$ cat src/rtl/uart_rx_fifo_interface.sv
// uart_rx_fifo_interface: DEPTH-word receive FIFO with Count/Full/sticky Overrun status;
// defining RX_FIFO_ERROR_TAG_EN stores a frame-error tag with each word.
module uart_rx_fifo_interface #(
    parameter int WORD_SIZE = 8,
    parameter int DEPTH     = 4,
    parameter int COUNT_W   = $clog2(DEPTH + 1)
) (
    input  logic                 Clock,
    input  logic                 ResetN,
`ifdef RX_FIFO_ERROR_TAG_EN
    input  logic                 FrameErrorIn,
    output logic                 FrameErrorOut,
`endif
    input  logic [WORD_SIZE-1:0] DataIn,
    input  logic                 SetFlag,
    input  logic                 ClearFlag,
    input  logic                 ClearOverrun,
    output logic [WORD_SIZE-1:0] DataOut,
    output logic                 Flag,
    output logic                 Full,
    output logic [COUNT_W-1:0]   Count,
    output logic                 Overrun
);
    localparam int PTR_W = $clog2(DEPTH);
`ifdef RX_FIFO_ERROR_TAG_EN
    localparam int SW = WORD_SIZE + 1;
`else
    localparam int SW = WORD_SIZE;
`endif
    localparam logic [COUNT_W-1:0] FULL_CNT = COUNT_W'(DEPTH);
    logic [SW-1:0]      mem_q [DEPTH];
    logic [SW-1:0]      wdata, head;
    logic [PTR_W-1:0]   wr_ptr_q, wr_ptr_d, rd_ptr_q, rd_ptr_d;
    logic [COUNT_W-1:0] count_q, count_d;
    logic               overrun_q, overrun_d;
    logic               push, pop, drop;
`ifdef RX_FIFO_ERROR_TAG_EN
    assign wdata = {FrameErrorIn, DataIn};
    assign FrameErrorOut = Flag & head[WORD_SIZE];
`else
    assign wdata = DataIn;
`endif
    // A pop at full frees the slot, so a simultaneous push is accepted.
    always_comb begin
        pop       = ClearFlag && (count_q != '0);
        push      = SetFlag && ((count_q != FULL_CNT) || pop);
        drop      = SetFlag && !push;
        wr_ptr_d  = push ? wr_ptr_q + PTR_W'(1) : wr_ptr_q;
        rd_ptr_d  = pop ? rd_ptr_q + PTR_W'(1) : rd_ptr_q;
        count_d   = count_q + COUNT_W'(push) - COUNT_W'(pop);
        overrun_d = drop || (overrun_q && !ClearOverrun);
    end
    always_ff @(posedge Clock) begin
        if (!ResetN) begin
            wr_ptr_q  <= '0;
            rd_ptr_q  <= '0;
            count_q   <= '0;
            overrun_q <= 1'b0;
        end else begin
            wr_ptr_q  <= wr_ptr_d;
            rd_ptr_q  <= rd_ptr_d;
            count_q   <= count_d;
            overrun_q <= overrun_d;
        end
    end
    always_ff @(posedge Clock) begin
        if (ResetN && push) mem_q[wr_ptr_q] <= wdata;
    end
    assign head    = mem_q[rd_ptr_q];
    assign Flag    = count_q != '0;
    assign Full    = count_q == FULL_CNT;
    assign Count   = count_q;
    assign Overrun = overrun_q;
    assign DataOut = Flag ? head[WORD_SIZE-1:0] : '0;
endmodule

$ cat config.mk
export PLATFORM = sky130hd
export DESIGN_NAME = uart_rx_fifo_interface
export DESIGN_NICKNAME = d
export VERILOG_FILES = /design/src/rtl/uart_rx_fifo_interface.sv
export SDC_FILE = /design/constraint.sdc
export NUM_CORES = 1
export LEC_CHECK = 0
export BUFFER_PORTS_ARGS = -buffer_cell sky130_fd_sc_hd__buf_2
export CAP_MARGIN = 20
export CORE_ASPECT_RATIO = 1.2
export CORE_MARGIN = 2
export CORE_UTILIZATION = 25
export DETAILED_ROUTE_END_ITERATION = 7
export SLEW_MARGIN = 20
export SYNTH_ARGS = -nofsm -noshare
export SYNTH_HDL_FRONTEND = slang
export SYNTH_SLANG_ARGS = --single-unit
$ cat constraint.sdc
create_clock -name Clock -period 2 [get_ports Clock]
set_clock_uncertainty 0.2 [all_clocks]
set_input_delay 0.2 -clock Clock [delete_from_list [all_inputs] [get_ports Clock]]
set_output_delay 0.2 -clock Clock [all_outputs]
set_load 0.01 [all_outputs]
==> metrics.csv, run 1 <==
stage,metric,value,unit
placed_design,io_buffers,26,
critical_path,cp-start-kind,register,
finish,n_antenna_cell,0,
floorplan,die_area,7630,um2
route,drtPass1Iterations,3,
clock_tree,clock_sinks,42,
global_route,grt_pass1_wl,4550,um
min_path,worstHoldPathType,input pin to register,
timing,hold_ws,0.0194,ns
synthesis,yosys-top-cells-area,"edfxtp_1 55%, dfxtp_1 12%, mux4_2 10%",
synthesis,yosys.area.top_type_share,55.4,%
finish,drive_gt1_share,41.7,%
synthesis,postSynth.asyncResetShare,0,%
timing,fmax,0.495,GHz
timing,hold_viol_final,0,
timing,worstMarginPinSlew,0.372,ns
synthesis,synth_adder_area_share,4.76,%
floorplan,initial_core_util,25.6,%
placed_design,post_dp_cell_area,2060,um2
synthesis,synth_ff_type,edfxtp_1,
synthesis,synth-seq-cells,42,
route,drtAntennaViolNets,0,
critical_path,critPathKind,register to register,
timing,slew_headroom,75.2,%
power_and_ir_drop,irDropWorstVdd,0.387,mV
status,violations,setup timing,
timing,rsz0062_at_grt,yes,
timing,setup_viol_count_final,1,
placed_design,gp_congestion,0.698,
critical_path,cp_max_fo,4,
synthesis,syn_area_per_cell,16.7,um2
power_and_ir_drop,pwr_density_cell,1220,nW/um2
power_and_ir_drop,power_leakage,0.876,nW
finish,final_util,33.8,%
floorplan,die_y,95.3,um
synthesis,synth-edff-count,32,
synthesis,seq_area_frac_synth,66.9,%
route,vias_per_cell,3.98,
global_route,antenna_found_initial,0,
synthesis,synth_top_area_cell,edfxtp_1,
clock_tree,cts_root_buf,clkbuf_8,
clock_tree,cts_max_level,2,
synthesis,synthXorXnorAreaFrac,1.51,%
route,drc,0,
finish,area_growth,31.9,%
synthesis,yosys.area_share.simple,9.52,%
synthesis,synth_area,1740,um2
synthesis,synthMuxAreaShare,11.5,%
timing,slew_viol_final,0,
placed_design,dp_hpwl,2080,um
synthesis,synth_top_family_by_area,multiplexers,
power_and_ir_drop,p_total,2.80,mW
critical_path,end_kind,register,
timing,worst_slack,-0.0216,ns
placed_design,dp_cells,226,
finish,final_cells,243,
timing,min_period,2.02,ns
synthesis,synth_nets,123,
status,status,"complete, but fails checks",
floorplan,ios,27,
route,drt-total-wl,2890,um
critical_path,critPathArrivalTime,2.00,ns
finish,fill_cells,673,
global_route,grt_max_degree,16,
clock_tree,cts_tree,done,
job,cap_violations,0,
finish,final_nets,174,
clock_tree,clk_pin_slew,0.07,ns
synthesis,synth-compound-area-share,3.03,%
finish,stdcell_area,2290,um2
route,drtIter0Drc,52,
floorplan,fp-row-count,33,
floorplan,core_area,6770,um2
synthesis,syn_inst,104,
global_route,overflow,0,
global_route,grt_usage,8.03,%
critical_path,cp.required,1.98,ns
route,num_vias,967,
clock_tree,cts_buffer_depth,2,
clock_tree,cts_buffers,5,
synthesis,yosys_warnings,0,
global_route,grt_pass1_vias,940,
floorplan,die_w,80.1,um
timing,fin_crit_sh,101,%
clock_tree,clk_latency,0.28,ns
route,wl_per_cell,11.9,um
synthesis,post_synth_num_cell_types,27,
[path summary, 6_finish.rpt]
| kind | startpoint | endpoint | slack (ns) | cells after the start |
|---|---|---|---|---|
| setup / recovery | Count[2] | Count[2] | -0.02 | 9 |
| hold reg to reg | rd_ptr_q[1] | register | 0.30 | 2 |
| setup reg to reg | Count[2] | Count[2] | -0.02 | 9 |
| hold / removal | ClearOverrun | Overrun | 0.02 | 4 |
[power by group]
group	switching, mW	internal [mW]	total, mW	leakage, nW
combinational	0.439	0.552	0.992	0.443
clock	0.266	0.407	0.672	0.0585
sequential	0.0876	1.04	1.13	0.374
[cell type report]
cell class	instances	area [um2]	share of cell area, %
Inverter	6	22.5	0.984
Clock buffer	7	86.3	3.77
Tap cell	87	109	4.75
Sequential cell	42	1170	51.0
Timing Repair Buffer	48	328	14.3
Clock inverter	1	30.0	1.31
Multi-Input combinational cell	52	546	23.8
[synth_stat cells (2+ instances only)]
master,n
and2_1,4
and3_1,4
dfxtp_1,10
edfxtp_1,32
ha_1,5
inv_1,5
mux2i_1,2
mux4_2,8
nand2_1,5
nor2b_1,10
xnor2_1,3
[per-layer routing]
metal  routed length (um)  GRT usage, %
met4                   55          3.81
met1                 1210          9.21
met5                    0             0
met2                 1500          13.3
met3                  123          2.84
[flip-flops by register name, indices dropped and copies added (netlist names), named ones only]
name,cells
rd_ptr_q,2
Overrun,1
Count,3
wr_ptr_q,2
mem_q,32
[through the flow]
stage               TNS, ns  setup slack [ns]
floorplan            -0.107            -0.107
global placement    -0.0150           -0.0150
detailed placement  -0.0336           -0.0336
CTS                       0           0.00226
global route         -0.140            -0.140
finish              -0.0216           -0.0216
[cells by family (layout without fill, tap and decap cells)]
logic type      Yosys count  count (layout)
xor+xnor                  3               3
simple gates             27              27
compound gates            6               6
flops                    42              42
mux                      10              10
fa+ha+maj                 6               6
buf+inv                  10              62
[cell usage in the layout (no fill, tap or decap), types with 2 or more instances in the layout]
cell           count
and2_1             4
and3_1             4
buf_2             26
buf_4             13
clkbuf_8           6
dfxtp_1            6
dfxtp_2            3
dlygate4sd3_1      8
edfxtp_1          32
ha_1               5
inv_1              5
mux2i_1            2
mux4_2             8
nand2_1            5
nor2b_1           10
xnor2_1            2
[critical path, stage by stage, from the launching register on]
cell      delay (ns)
dfxtp_4         0.36
nor3b_4         0.15
a21boi_2        0.15
a21o_1          0.13
ha_1            0.13
inv_1           0.05
fa_2            0.35
xnor2_2         0.15
xnor2_1         0.12
and2_1          0.14
[repair_timing]
action,4_1_cts,5_1_grt
pin swaps,0,1
hold buffers,8,0
resized for setup,2,4
endpoints found under the setup margin,4,9
setup buffers,0,1
endpoints found under the hold margin,32,0
No activity file was read; power rests on OpenSTA's default activity.
==> run 2, diff against run 1 <==
--- a/config.mk
+++ b/config.mk
@@ -7,10 +7,13 @@
 export LEC_CHECK = 0
 export BUFFER_PORTS_ARGS = -buffer_cell sky130_fd_sc_hd__buf_2
 export CAP_MARGIN = 20
+export CELL_PAD_IN_SITES_DETAIL_PLACEMENT = 1
+export CELL_PAD_IN_SITES_GLOBAL_PLACEMENT = 1
 export CORE_ASPECT_RATIO = 1.2
 export CORE_MARGIN = 2
 export CORE_UTILIZATION = 25
 export DETAILED_ROUTE_END_ITERATION = 7
+export PLACE_DENSITY_LB_ADDON = 0.1
 export SLEW_MARGIN = 20
 export SYNTH_ARGS = -nofsm -noshare
 export SYNTH_HDL_FRONTEND = slang
==> constraint.sdc (replaced) <==
create_clock -name Clock -period 2 [get_ports Clock]
set_clock_uncertainty 0.2 [all_clocks]
set_input_delay 0.2 -clock Clock [delete_from_list [all_inputs] [get_ports Clock]]
set_output_delay 0.2 -clock Clock [all_outputs]
set_load 0.02 [all_outputs]
==> run 2 against run 1 <==
The flow still finishes with violations (setup timing). Die area stayed put. Sequential power about the same. Final area increased by 5.3%. Via count increased by 5.3%. Critical path type unchanged.
==> metrics.csv, run 2 (same netlist as run 1, synthesis figures left out) <==
stage,metric,value,unit
clock_tree,cts_buffer_depth,2,
critical_path,critPathKind,register to register,
critical_path,cp.required,1.99,ns
floorplan,die_y,95.3,um
clock_tree,clk_latency,0.29,ns
critical_path,cp-start-kind,register,
global_route,grt_pass1_vias,1059,
floorplan,ios,27,
status,violations,setup timing,
timing,rsz0062_at_grt,yes,
critical_path,critPathArrivalTime,2.03,ns
critical_path,cp_cell_sequence,nor3b_4 -> a21boi_2 -> a21o_1 -> ha_1 -> inv_1 -> fa_2 -> xnor2_2 -> xnor2_1 -> and2_1,
timing,fin_crit_sh,102,%
finish,n_antenna_cell,0,
route,drtPass1Iterations,4,
clock_tree,cts_max_level,2,
finish,regMostFlops,mem_q,
critical_path,end_kind,register,
global_route,overflow,0,
min_path,worstHoldPathType,input pin to register,
placed_design,io_buffers,26,
timing,worstMarginPinSlew,0.249,ns
status,status,"complete, but fails checks",
clock_tree,clock_sinks,42,
timing,worst_slack,-0.0371,ns
finish,area_growth,38.9,%
route,drtIter0Drc,34,
route,wl_per_cell,14.0,um
floorplan,fp-row-count,33,
floorplan,die_area,7630,um2
global_route,grt_usage,10.0,%
route,drtAntennaViolNets,0,
route,num_vias,1018,
clock_tree,clk_pin_slew,0.08,ns
clock_tree,cts_root_buf,clkbuf_8,
global_route,grt_max_degree,16,
timing,min_period,2.04,ns
critical_path,cpLargestDelayFamily,adder cells,
timing,hold_ws,0.0309,ns
floorplan,initial_core_util,25.6,%
finish,layout_commonest_cell,edfxtp_1,
finish,drive_gt1_share,48.1,%
power_and_ir_drop,irDropWorstVdd,0.406,mV
critical_path,cpPeakStageDelay,0.37,ns
critical_path,cp_max_fo,4,
placed_design,gp_congestion,0.700,
finish,final_util,35.6,%
power_and_ir_drop,power_leakage,0.924,nW
critical_path,path_buf_inv,1,
clock_tree,cts_buffers,5,
floorplan,die_w,80.1,um
finish,final_nets,176,
route,vias_per_cell,4.16,
finish,largest_reg_flops,32,
placed_design,pre_cts_slack,-0.0765,ns
clock_tree,cts_tree,done,
timing,slew_viol_final,0,
placed_design,dp_hpwl,2400,um
finish,final_cell_mix,"32 x edfxtp_1, 18 x buf_2, 15 x buf_4",
timing,hold_viol_final,0,
job,cap_violations,0,
route,drc,0,
timing,setup_tns,-0.0371,ns
timing,fmax,0.491,GHz
global_route,grt_pass1_wl,5530,um
critical_path,cpMaxStageDelayCell,dfxtp_4,
route,drt-total-wl,3440,um
timing,setup_viol_count_final,1,
timing,slew_headroom,83.4,%
power_and_ir_drop,pwr_density_cell,1360,nW/um2
floorplan,core_area,6770,um2
global_route,antenna_found_initial,0,
-- run 2: changes by cell type in the layout (fill, tap and decap cells not counted), moves of 7 or more --
| cell | delta |
|---|---|
| nor2b_1 | -7 |
| buf_6 | +8 |
| buf_2 | -8 |
| nor2b_4 | +7 |
-- run 2: final timing paths --
kind                                   start  cells past startpoint           to  slack [ns]
worst max-delay path                Count[2]                      9     Count[2]       -0.04
worst min-delay path            ClearOverrun                      4      Overrun        0.03
worst max register to register      Count[2]                      9     Count[2]       -0.04
worst min register to register   wr_ptr_q[0]                      2  wr_ptr_q[0]        0.30
-- run 2: worst reg2reg max path, delay by kind of cell (launching register included) --
| family | cells | cell delay, ns |
|---|---|---|
| AND/OR/NAND/NOR | 2 | 0.30 |
| adder cells (fa/ha/maj) | 2 | 0.48 |
| AO/OA/AOI/OAI | 2 | 0.28 |
| buffers and inverters | 1 | 0.04 |
| flip-flops | 1 | 0.37 |
| XOR/XNOR | 2 | 0.27 |
-- run 2: final cells by class --
type	instances	area (um2)
fillers	729	4360
flip-flops and latches	42	1170
multi-input cells	52	598
repair buffers	50	393
well taps	87	109
clock buffers	5	68.8
clock inverters	3	45.0
inverters	6	22.5
-- run 2: per-stage QoR --
step / instances / power (mW) / instance area, um2
2_1_floorplan: 104 / 1.86 / 1750
3_3_place_gp: 225 / 2.27 / 2060
3_5_place_dp: 225 / 2.28 / 2060
4_1_cts: 243 / 3.06 / 2300
5_1_grt: 245 / 3.47 / 2410
6_report: 245 / 3.28 / 2410
-- run 2: repair_timing --
action,CTS,global route
gates cloned,0,0
endpoints found under the hold margin,32,0
hold buffers,8,0
pin swaps,2,2
setup buffers,2,2
setup endpoints to repair,8,9
gates resized for setup,7,25
-- run 2: report_power, final --
group | total [mW] | switching, mW | internal (mW)
registers | 1.14 | 0.0928 | 1.05
logic | 1.47 | 0.687 | 0.783
clock network | 0.666 | 0.295 | 0.371
total | 3.28 | 1.07 | 2.21
-- run 2: per-layer routing --
metal / track usage, % / share of wire, % / up-vias
met1: 11.9 / 42 / 503
met5: 0 / 0 / -
li1: - / - / 489
met4: 3.81 / 1.2 / 0
met3: 3.22 / 4.1 / 4
met2: 16.9 / 53 / 22
